<file path="src/rtl/alu_seq_core.sv">
// WIDTH-bit sequential ALU: operand/opcode registers, 16-op single-cycle ALU,
// and a shift-add multiplier behind a Start/Busy/Done handshake.
module alu_seq_core #(
   parameter int WIDTH = 4
) (
   input  logic             Clk,
   input  logic             Reset,
   input  logic             Ld,
   input  logic             Start,
   input  logic [WIDTH-1:0] A_in,
   input  logic [WIDTH-1:0] B_in,
   input  logic [3:0]       Op_in,
   output logic [WIDTH-1:0] A_q,
   output logic [WIDTH-1:0] B_q,
   output logic [3:0]       Op_q,
   output logic [WIDTH-1:0] R,
   output logic [WIDTH-1:0] R_hi,
   output logic             Z,
   output logic             S,
   output logic             O,
   output logic             C,
   output logic             Busy,
   output logic             Done
);

   localparam int CNT_W = $clog2(WIDTH) + 1;

   localparam logic [3:0] OP_AND  = 4'd0;
   localparam logic [3:0] OP_OR   = 4'd1;
   localparam logic [3:0] OP_XOR  = 4'd2;
   localparam logic [3:0] OP_XNOR = 4'd3;
   localparam logic [3:0] OP_SHLA = 4'd4;
   localparam logic [3:0] OP_SHRA = 4'd5;
   localparam logic [3:0] OP_ROLA = 4'd6;
   localparam logic [3:0] OP_RORA = 4'd7;
   localparam logic [3:0] OP_SHLB = 4'd8;
   localparam logic [3:0] OP_SHRB = 4'd9;
   localparam logic [3:0] OP_ROLB = 4'd10;
   localparam logic [3:0] OP_RORB = 4'd11;
   localparam logic [3:0] OP_ADD  = 4'd12;
   localparam logic [3:0] OP_SUB  = 4'd13;
   localparam logic [3:0] OP_MUL  = 4'd14;
   localparam logic [3:0] OP_NOT  = 4'd15;

   typedef enum logic [1:0] {
      ST_IDLE = 2'd0,
      ST_MUL  = 2'd1,
      ST_FIN  = 2'd2
   } state_t;

   typedef struct packed {
      logic [WIDTH-1:0] r;
      logic             c;
      logic             s;
      logic             o;
   } alu_res_t;

   state_t             state_q, state_d;
   logic [WIDTH-1:0]   opa_q, opa_d;
   logic [WIDTH-1:0]   opb_q, opb_d;
   logic [3:0]         opcode_q, opcode_d;
   logic [WIDTH-1:0]   res_q, res_d;
   logic [WIDTH-1:0]   res_hi_q, res_hi_d;
   logic               zf_q, zf_d;
   logic               sf_q, sf_d;
   logic               of_q, of_d;
   logic               cf_q, cf_d;
   logic               busy_q, busy_d;
   logic               done_q, done_d;
   logic [2*WIDTH-1:0] acc_q, acc_d;
   logic [WIDTH-1:0]   mcand_q, mcand_d;
   logic [WIDTH-1:0]   mplier_q, mplier_d;
   logic [CNT_W-1:0]   cnt_q, cnt_d;
   alu_res_t           alu_res;

   // Single-cycle ops; MUL is handled by the sequencer, so it falls to default.
   function automatic alu_res_t alu_eval(input logic [3:0] op,
                                         input logic [WIDTH-1:0] a,
                                         input logic [WIDTH-1:0] b);
      alu_res_t       res;
      logic [WIDTH:0] sum;
      res = '0;
      sum = '0;
      case (op)
         OP_AND:  res.r = a & b;
         OP_OR:   res.r = a | b;
         OP_XOR:  res.r = a ^ b;
         OP_XNOR: res.r = ~(a ^ b);
         OP_SHLA: begin
            res.r = {a[WIDTH-2:0], 1'b0};
            res.c = a[WIDTH-1];
         end
         OP_SHRA: begin
            res.r = {1'b0, a[WIDTH-1:1]};
            res.c = a[0];
         end
         OP_ROLA: begin
            res.r = {a[WIDTH-2:0], a[WIDTH-1]};
            res.c = a[WIDTH-1];
         end
         OP_RORA: begin
            res.r = {a[0], a[WIDTH-1:1]};
            res.c = a[0];
         end
         OP_SHLB: begin
            res.r = {b[WIDTH-2:0], 1'b0};
            res.c = b[WIDTH-1];
         end
         OP_SHRB: begin
            res.r = {1'b0, b[WIDTH-1:1]};
            res.c = b[0];
         end
         OP_ROLB: begin
            res.r = {b[WIDTH-2:0], b[WIDTH-1]};
            res.c = b[WIDTH-1];
         end
         OP_RORB: begin
            res.r = {b[0], b[WIDTH-1:1]};
            res.c = b[0];
         end
         OP_ADD: begin
            sum   = {1'b0, a} + {1'b0, b};
            res.r = sum[WIDTH-1:0];
            res.c = sum[WIDTH];
            res.o = sum[WIDTH];
         end
         OP_SUB: begin
            sum   = {1'b0, a} - {1'b0, b};
            res.r = sum[WIDTH-1:0];
            res.c = ~sum[WIDTH];
         end
         OP_NOT:  res.r = ~a;
         default: res = '0;
      endcase
      // For SUB the wrapped borrow bit is exactly the unsigned A<B test.
      res.s = (op == OP_SUB) ? sum[WIDTH] : res.r[WIDTH-1];
      return res;
   endfunction

   function automatic logic [2*WIDTH-1:0] mul_step(input logic [2*WIDTH-1:0] acc,
                                                   input logic [WIDTH-1:0]   mcand,
                                                   input logic               add_en);
      logic [WIDTH:0] upper;
      upper = {1'b0, acc[2*WIDTH-1:WIDTH]} + (add_en ? {1'b0, mcand} : {(WIDTH+1){1'b0}});
      return {upper, acc[WIDTH-1:1]};
   endfunction

   assign alu_res = alu_eval(opcode_q, opa_q, opb_q);

   always_comb begin
      state_d  = state_q;
      opa_d    = opa_q;
      opb_d    = opb_q;
      opcode_d = opcode_q;
      res_d    = res_q;
      res_hi_d = res_hi_q;
      zf_d     = zf_q;
      sf_d     = sf_q;
      of_d     = of_q;
      cf_d     = cf_q;
      busy_d   = busy_q;
      done_d   = 1'b0;
      acc_d    = acc_q;
      mcand_d  = mcand_q;
      mplier_d = mplier_q;
      cnt_d    = cnt_q;
      case (state_q)
         ST_IDLE: begin
            if (Ld) begin
               opa_d    = A_in;
               opb_d    = B_in;
               opcode_d = Op_in;
            end
            // Start consumes the pre-load register contents.
            if (Start) begin
               if (opcode_q == OP_MUL) begin
                  state_d  = ST_MUL;
                  acc_d    = '0;
                  mcand_d  = opa_q;
                  mplier_d = opb_q;
                  cnt_d    = '0;
                  busy_d   = 1'b1;
               end else begin
                  res_d    = alu_res.r;
                  res_hi_d = '0;
                  zf_d     = (alu_res.r == '0);
                  sf_d     = alu_res.s;
                  of_d     = alu_res.o;
                  cf_d     = alu_res.c;
                  done_d   = 1'b1;
               end
            end
         end
         ST_MUL: begin
            acc_d    = mul_step(acc_q, mcand_q, mplier_q[0]);
            mplier_d = {1'b0, mplier_q[WIDTH-1:1]};
            cnt_d    = cnt_q + 1'b1;
            if (cnt_q == CNT_W'(WIDTH - 1)) begin
               state_d = ST_FIN;
            end
         end
         ST_FIN: begin
            res_d    = acc_q[WIDTH-1:0];
            res_hi_d = acc_q[2*WIDTH-1:WIDTH];
            zf_d     = (acc_q == '0);
            sf_d     = acc_q[WIDTH-1];
            of_d     = |acc_q[2*WIDTH-1:WIDTH];
            cf_d     = 1'b0;
            busy_d   = 1'b0;
            done_d   = 1'b1;
            state_d  = ST_IDLE;
         end
         default: state_d = ST_IDLE;
      endcase
   end

   always_ff @(posedge Clk or negedge Reset) begin
      if (!Reset) begin
         state_q  <= ST_IDLE;
         opa_q    <= '0;
         opb_q    <= '0;
         opcode_q <= '0;
         res_q    <= '0;
         res_hi_q <= '0;
         zf_q     <= 1'b0;
         sf_q     <= 1'b0;
         of_q     <= 1'b0;
         cf_q     <= 1'b0;
         busy_q   <= 1'b0;
         done_q   <= 1'b0;
         acc_q    <= '0;
         mcand_q  <= '0;
         mplier_q <= '0;
         cnt_q    <= '0;
      end else begin
         state_q  <= state_d;
         opa_q    <= opa_d;
         opb_q    <= opb_d;
         opcode_q <= opcode_d;
         res_q    <= res_d;
         res_hi_q <= res_hi_d;
         zf_q     <= zf_d;
         sf_q     <= sf_d;
         of_q     <= of_d;
         cf_q     <= cf_d;
         busy_q   <= busy_d;
         done_q   <= done_d;
         acc_q    <= acc_d;
         mcand_q  <= mcand_d;
         mplier_q <= mplier_d;
         cnt_q    <= cnt_d;
      end
   end

   assign A_q  = opa_q;
   assign B_q  = opb_q;
   assign Op_q = opcode_q;
   assign R    = res_q;
   assign R_hi = res_hi_q;
   assign Z    = zf_q;
   assign S    = sf_q;
   assign O    = of_q;
   assign C    = cf_q;
   assign Busy = busy_q;
   assign Done = done_q;

endmodule

</file>
<file path="config.mk">
export PLATFORM = sky130hd
export DESIGN_NAME = alu_seq_core
export DESIGN_NICKNAME = d
export VERILOG_FILES = /design/src/rtl/alu_seq_core.sv
export SDC_FILE = /design/constraint.sdc
export NUM_CORES = 1
export LEC_CHECK = 0
export ABC_CLOCK_PERIOD_IN_PS = 7200
export CORE_MARGIN = 1
export CORE_UTILIZATION = 23
export CTS_BUF_LIST = sky130_fd_sc_hd__clkbuf_8
export CTS_CLUSTER_SIZE = 30
export DETAILED_ROUTE_END_ITERATION = 10
export PLACE_DENSITY = 0.39
export SLEW_MARGIN = 10
export SYNTH_ARGS = -nofsm -noshare
export SYNTH_HDL_FRONTEND = slang
export SYNTH_SLANG_ARGS = --single-unit
</file>
<file path="constraint.sdc">
create_clock -name Clk -period 7.2 [get_ports Clk]
set_input_delay 2.16 -clock Clk [delete_from_list [all_inputs] [get_ports Clk]]
set_output_delay 2.16 -clock Clk [all_outputs]
set_load 0.02 [all_outputs]
</file>
== Yosys cells after proc, flatten, opt, wreduce, memory -nomap -nowiden ==
Cells that the tools add are included.

* Reductions and logical operators: 17
* Div/mod/pow operators: 0
* Add/subtract/negate cells: 4
* Mux-type cells: 42
* Magnitude comparators: 0
* $mul: 0
* Equality and inequality tests: 22
* Bitwise logic cells: 6
* Shift operators: 0

{| class="wikitable"
|+ Operators with widths
! operator !! count
|-
| 4-bit case mux with 15 select lines || 1
|-
| 4-bit equality test (second input constant) || 8
|-
| 4-bit 2-to-1 mux || 7
|-
| 4-bit case mux with 2 select lines || 3
|-
| 4-bit by 3-bit equality test with 1-bit output (second input constant) || 4
|-
| 8-bit 2-to-1 mux || 2
|-
| 8-bit case mux with 2 select lines || 1
|-
| 3-bit AND reduction || 5
|-
| 1-bit 2-to-1 mux || 14
|-
| 1-bit case mux with 2 select lines || 6
|-
| 4-bit by 4-bit adder with 5-bit output || 2
|-
| 4-bit by 2-bit equality test with 1-bit output (second input constant) || 2
|-
| 4-bit zero test || 2
|-
| 8-bit zero test || 1
|-
| 2-bit != test (second input constant) || 4
|-
| 4-bit inverter || 2
|-
| 2-bit OR reduction || 4
|-
| 2-bit 2-to-1 mux || 3
|-
| 3-bit 2-to-1 mux || 2
|-
| 1-bit case mux with 6 select lines || 1
|-
| 3-bit case mux with 2 select lines || 1
|-
| 4-bit by 4-bit subtractor with 5-bit output || 1
|-
| 4-bit AND || 1
|-
| 4-bit by 1-bit equality test with 1-bit output (second input constant) || 1
|-
| 12 further kinds || 13
|}

* Register bits: 47
* Logic and storage cells: 107
* RAM bits: 0
* Output and inout bits: 26
* Input bits: 16
* Memories kept: 0
* Memory bits (read-only): 0
* Latch bits: 0

== Longest topological paths before layout ==
* Depth after elaboration: 7
* Gate-level depth with buffers: 10
* Gate-level depth less buffers: 10

== Worst setup path before layout ==
No wires, ideal clock.

* Path kind: input-to-reg
* From: input Start
* To: register mcand_q[0]
* Arrival time: 3035 ps
* Data required time: 7075 ps
* Library setup time: 125 ps
* Path buffers: 1
* Stages on the path: 4
* Slack: 4040 ps
* Path through: nand2_1 > nor3_1 > buf_2 > mux2_2

* Word-level cells in the longest chain between the ends: 1

{| class="wikitable"
|+ RTL lines
! item !! RTL line !! text
|-
| from (decl) || 9 || <nowiki>input logic Start,</nowiki>
|-
| 3-bit AND reduction (no source line) || n/a ||
|-
| to (signal assigned) || 249 || <nowiki>mcand_q <= mcand_d;</nowiki>
|-
| to (decl) || 71 || <nowiki>logic [WIDTH-1:0] mcand_q, mcand_d;</nowiki>
|}

Every way passes these cells.
A chain may end at the register's enable or synchronous reset.

== Worst setup path in the final report ==
* From: register opcode_q[0] (netlist: Op_q[0])
* To: output Op_q[0]

{| class="wikitable"
|+ RTL lines
! item !! RTL line !! text
|-
| from (decl) || 61 || <nowiki>logic [3:0] opcode_q, opcode_d;</nowiki>
|-
| from (signal assigned) || 239 || <nowiki>opcode_q <= opcode_d;</nowiki>
|-
| to (decl) || 15 || <nowiki>output logic [3:0] Op_q,</nowiki>
|}

No word-level cell between the ends.

==> results.sh <==
export IMPL_track_usage_pct=13.4
export IMPL_portBuffers=41
export IMPL_critPathMaxFanout=25
export IMPL_htreeDepth=2
export IMPL_synth_area_leader_cell="dfrtp_1"
export IMPL_dp_cells=502
export IMPL_cellLeakagePower_nw=1.52
export IMPL_diodes=0
export IMPL_cp_arrival_ns=1.99
export IMPL_cts_sinks=47
export IMPL_die_area_um2=12900
export IMPL_total_power_mw=1.46
export IMPL_avgRoutedWirePerCell_um=16.0
export IMPL_p_per_area_nw_per_um2=410
export IMPL_synth_top_area_share_pct=41.1
export IMPL_hpwl_um=5900
export IMPL_ios=42
export IMPL_ys_seq_area_share_pct=41.1
export IMPL_drt_pass1_iter_count=5
export IMPL_yosysUniqueCellTypes=51
export IMPL_instances_no_fill=510
export IMPL_routed_wl_um=8140
export IMPL_max_slew_margin_pct=32.3
export IMPL_fp_row_count=40
export IMPL_drt_initial_drc_count=163
export IMPL_die_w_um=114
export IMPL_cts_tree="yes"
export IMPL_whs_ns=0.489
export IMPL_synth_edf_count=0
export IMPL_synthCells=310
export IMPL_overflow=0
export IMPL_setup_violations_final=0
export IMPL_antenna_left=0
export IMPL_avgSynthCellArea_um2=9.23
export IMPL_outcome="finished, final reports clean"
export IMPL_startpoint_type="register"
export IMPL_cts_repair_resized=0
export IMPL_synth_net_count=347
export IMPL_grt_pass1_vias=2269
export IMPL_worst_path_buf_inv=1
export IMPL_core_area_um2=12100
export IMPL_maxSlewViolCount=0
export IMPL_timing_final_crit_period_ns=4.15
export IMPL_required_ns=5.04
export IMPL_postSynthRegisterBits=47
export IMPL_tightest_slew_ns=1.01
export IMPL_grt_pass1_wl_um=13300
export IMPL_min_path_type="reg2reg"
export IMPL_synth_commonest_cells="dfrtp_1 (47), nand2_1 (45), o21ai_0 (28)"
export IMPL_start_util_pct=23.7
export IMPL_routed_via_density=4.58
export IMPL_cts_buffers=5
export IMPL_rsz0062_at_grt="false"
export IMPL_critPathKind="reg2out"
export IMPL_cp_cell_sequence="clkdlybuf4s50_1"
export IMPL_yosys_top_cells_area="dfrtp_1 (41%), ha_1 (7.9%), nand2_1 (5.9%)"
export IMPL_clk_latency_ns=0.31
export IMPL_postPlaceCellArea_um2=3420
export IMPL_yosys_warnings=0
export IMPL_crit_family="flip-flops"
export IMPL_vias=2335
export IMPL_tns_ns=0
export IMPL_timing_max_cap_violations=0
export IMPL_grt_max_degree=48
export IMPL_antenna_found_initial=0
export IMPL_drive_gt1_share_pct=6.43
export IMPL_async_flop_share_pct=100
export IMPL_drc_errors=0
export IMPL_syn_to_final_growth_pct=24.5
export IMPL_critPathSlowestCell="dfrtp_1"
export IMPL_vdd_drop_max_mv=0.124
export IMPL_clock_skew_ns=0.0123
export IMPL_fin_area_um2=3560
export IMPL_nets=378
export IMPL_post_cts_buffers=0
export IMPL_die_y_um=114
export IMPL_hold_viol_final=0
export IMPL_synth_area_um2=2860
export IMPL_clkTransAtPathRegs_ns=0.10
export IMPL_end_kind="primary output"
export IMPL_ys_flop_type="dfrtp_1"
export IMPL_clockBufferDepth=2
export IMPL_gp_congestion=0.787
export IMPL_hold_buffers=0
export IMPL_root_buffer="clkbuf_8"
export IMPL_cpPeakStageDelay_ns=0.94
export IMPL_fmax_mhz=241
export IMPL_fin_crit_sh_pct=57.7
export IMPL_yosysMostFrequentCell="dfrtp_1"
[worst reg2reg max path, stage by stage (launching register included)]
cell     delay [ns]
dfrtp_1        0.51
inv_1          0.20
ha_1           0.20
inv_1          0.06
fa_1           0.38
mux2i_1        0.20
xnor2_1        0.11
a221o_1        0.30
a22o_1         0.27
or3b_1         0.40
o31ai_2        0.18
[metrics by stage]
step / setup slack, ns / util (%)
after detailed placement: 3.17 / 28.4
after floorplan: 4.04 / -
after CTS: 3.03 / 29.6
final: 3.05 / 29.6
after global placement: 3.19 / 28.4
after global routing: 2.92 / 29.6
[final cells by class]
cell class,instances,area [µm²]
Fill cell,1299,8500
Tap cell,168,210
Clock inverter,3,71.3
Sequential cell,47,1180
Multi-Input combinational cell,226,1550
Timing Repair Buffer,44,428
Inverter,17,63.8
Clock buffer,5,68.8
[layout by cell type, fill, tap and decap left out, types with 2 or more instances in the layout]
master,netlist,layout
a222oi_1,2,2
a21oi_1,11,11
bufinv_16,0,2
nand2b_1,3,3
a32oi_1,2,2
o21bai_1,2,2
nand4_1,2,2
xnor2_1,3,3
nand3_1,3,3
a21o_1,6,6
clkbuf_8,0,5
xor2_1,4,4
inv_1,17,17
buf_4,0,3
o21a_1,2,2
nor2b_1,9,9
o311ai_0,3,3
nand2_1,45,45
fa_1,3,3
o211ai_1,2,2
nor3b_1,2,2
a31oi_1,3,3
a22o_1,5,5
nor3_1,6,5
o41a_1,2,2
dfrtp_1,47,47
clkdlybuf4s50_1,0,40
o22ai_1,6,6
a211o_1,2,2
nor2_1,14,14
mux2_2,6,6
mux2i_1,8,8
and2_1,5,5
ha_1,18,18
nor4_1,3,3
o21ai_0,28,28
[sequential cells by signal, indices dropped and copies added (netlist names), 2 cells and up]
name	count
cnt_q	3
mplier_q	4
mcand_q	4
B_q	4
Op_q	4
state_q	2
acc_q	8
R	4
R_hi	4
A_q	4
[kinds of logic after synthesis]
kind of cell    after synthesis  share of synthesized area (%)
compound gates               87                           20.7
xor+xnor                      7                           2.14
simple gates                 97                           15.9
mux                          14                           5.16
buf+inv                      37                           5.07
flops                        47                           41.1
fa+ha+maj                    21                           9.97
[power by group]
part	internal, mW	switching (mW)	total (mW)
Clock	0.141	0.103	0.244
Combinational	0.317	0.401	0.718
Sequential	0.352	0.149	0.500
Total	0.810	0.652	1.46
[layer usage]
metal	vias to the layer above	routed length, µm	share of wire (%)	global-route usage, %
met5	-	0	0	0
met4	0	128	1.6	4.39
met3	6	273	3.4	1.65
met2	60	3510	43	19.2
met1	1114	4220	52	20.5
li1	1155	-	-	-
[path summary, 6_finish.rpt]
path                            slack (ns)    start  cells after the start        to
worst max-delay path                  3.05  Op_q[0]                      1   Op_q[0]
worst min register to register        0.49        O                      2         O
worst max register to register        4.31   A_q[0]                     10         Z
max in group asynchronous             4.84    Reset                      2         S
min in group asynchronous             1.95    Reset                      2  cnt_q[1]
worst min-delay path                  0.49        O                      2         O
No activity file was read; power rests on OpenSTA's default activity.
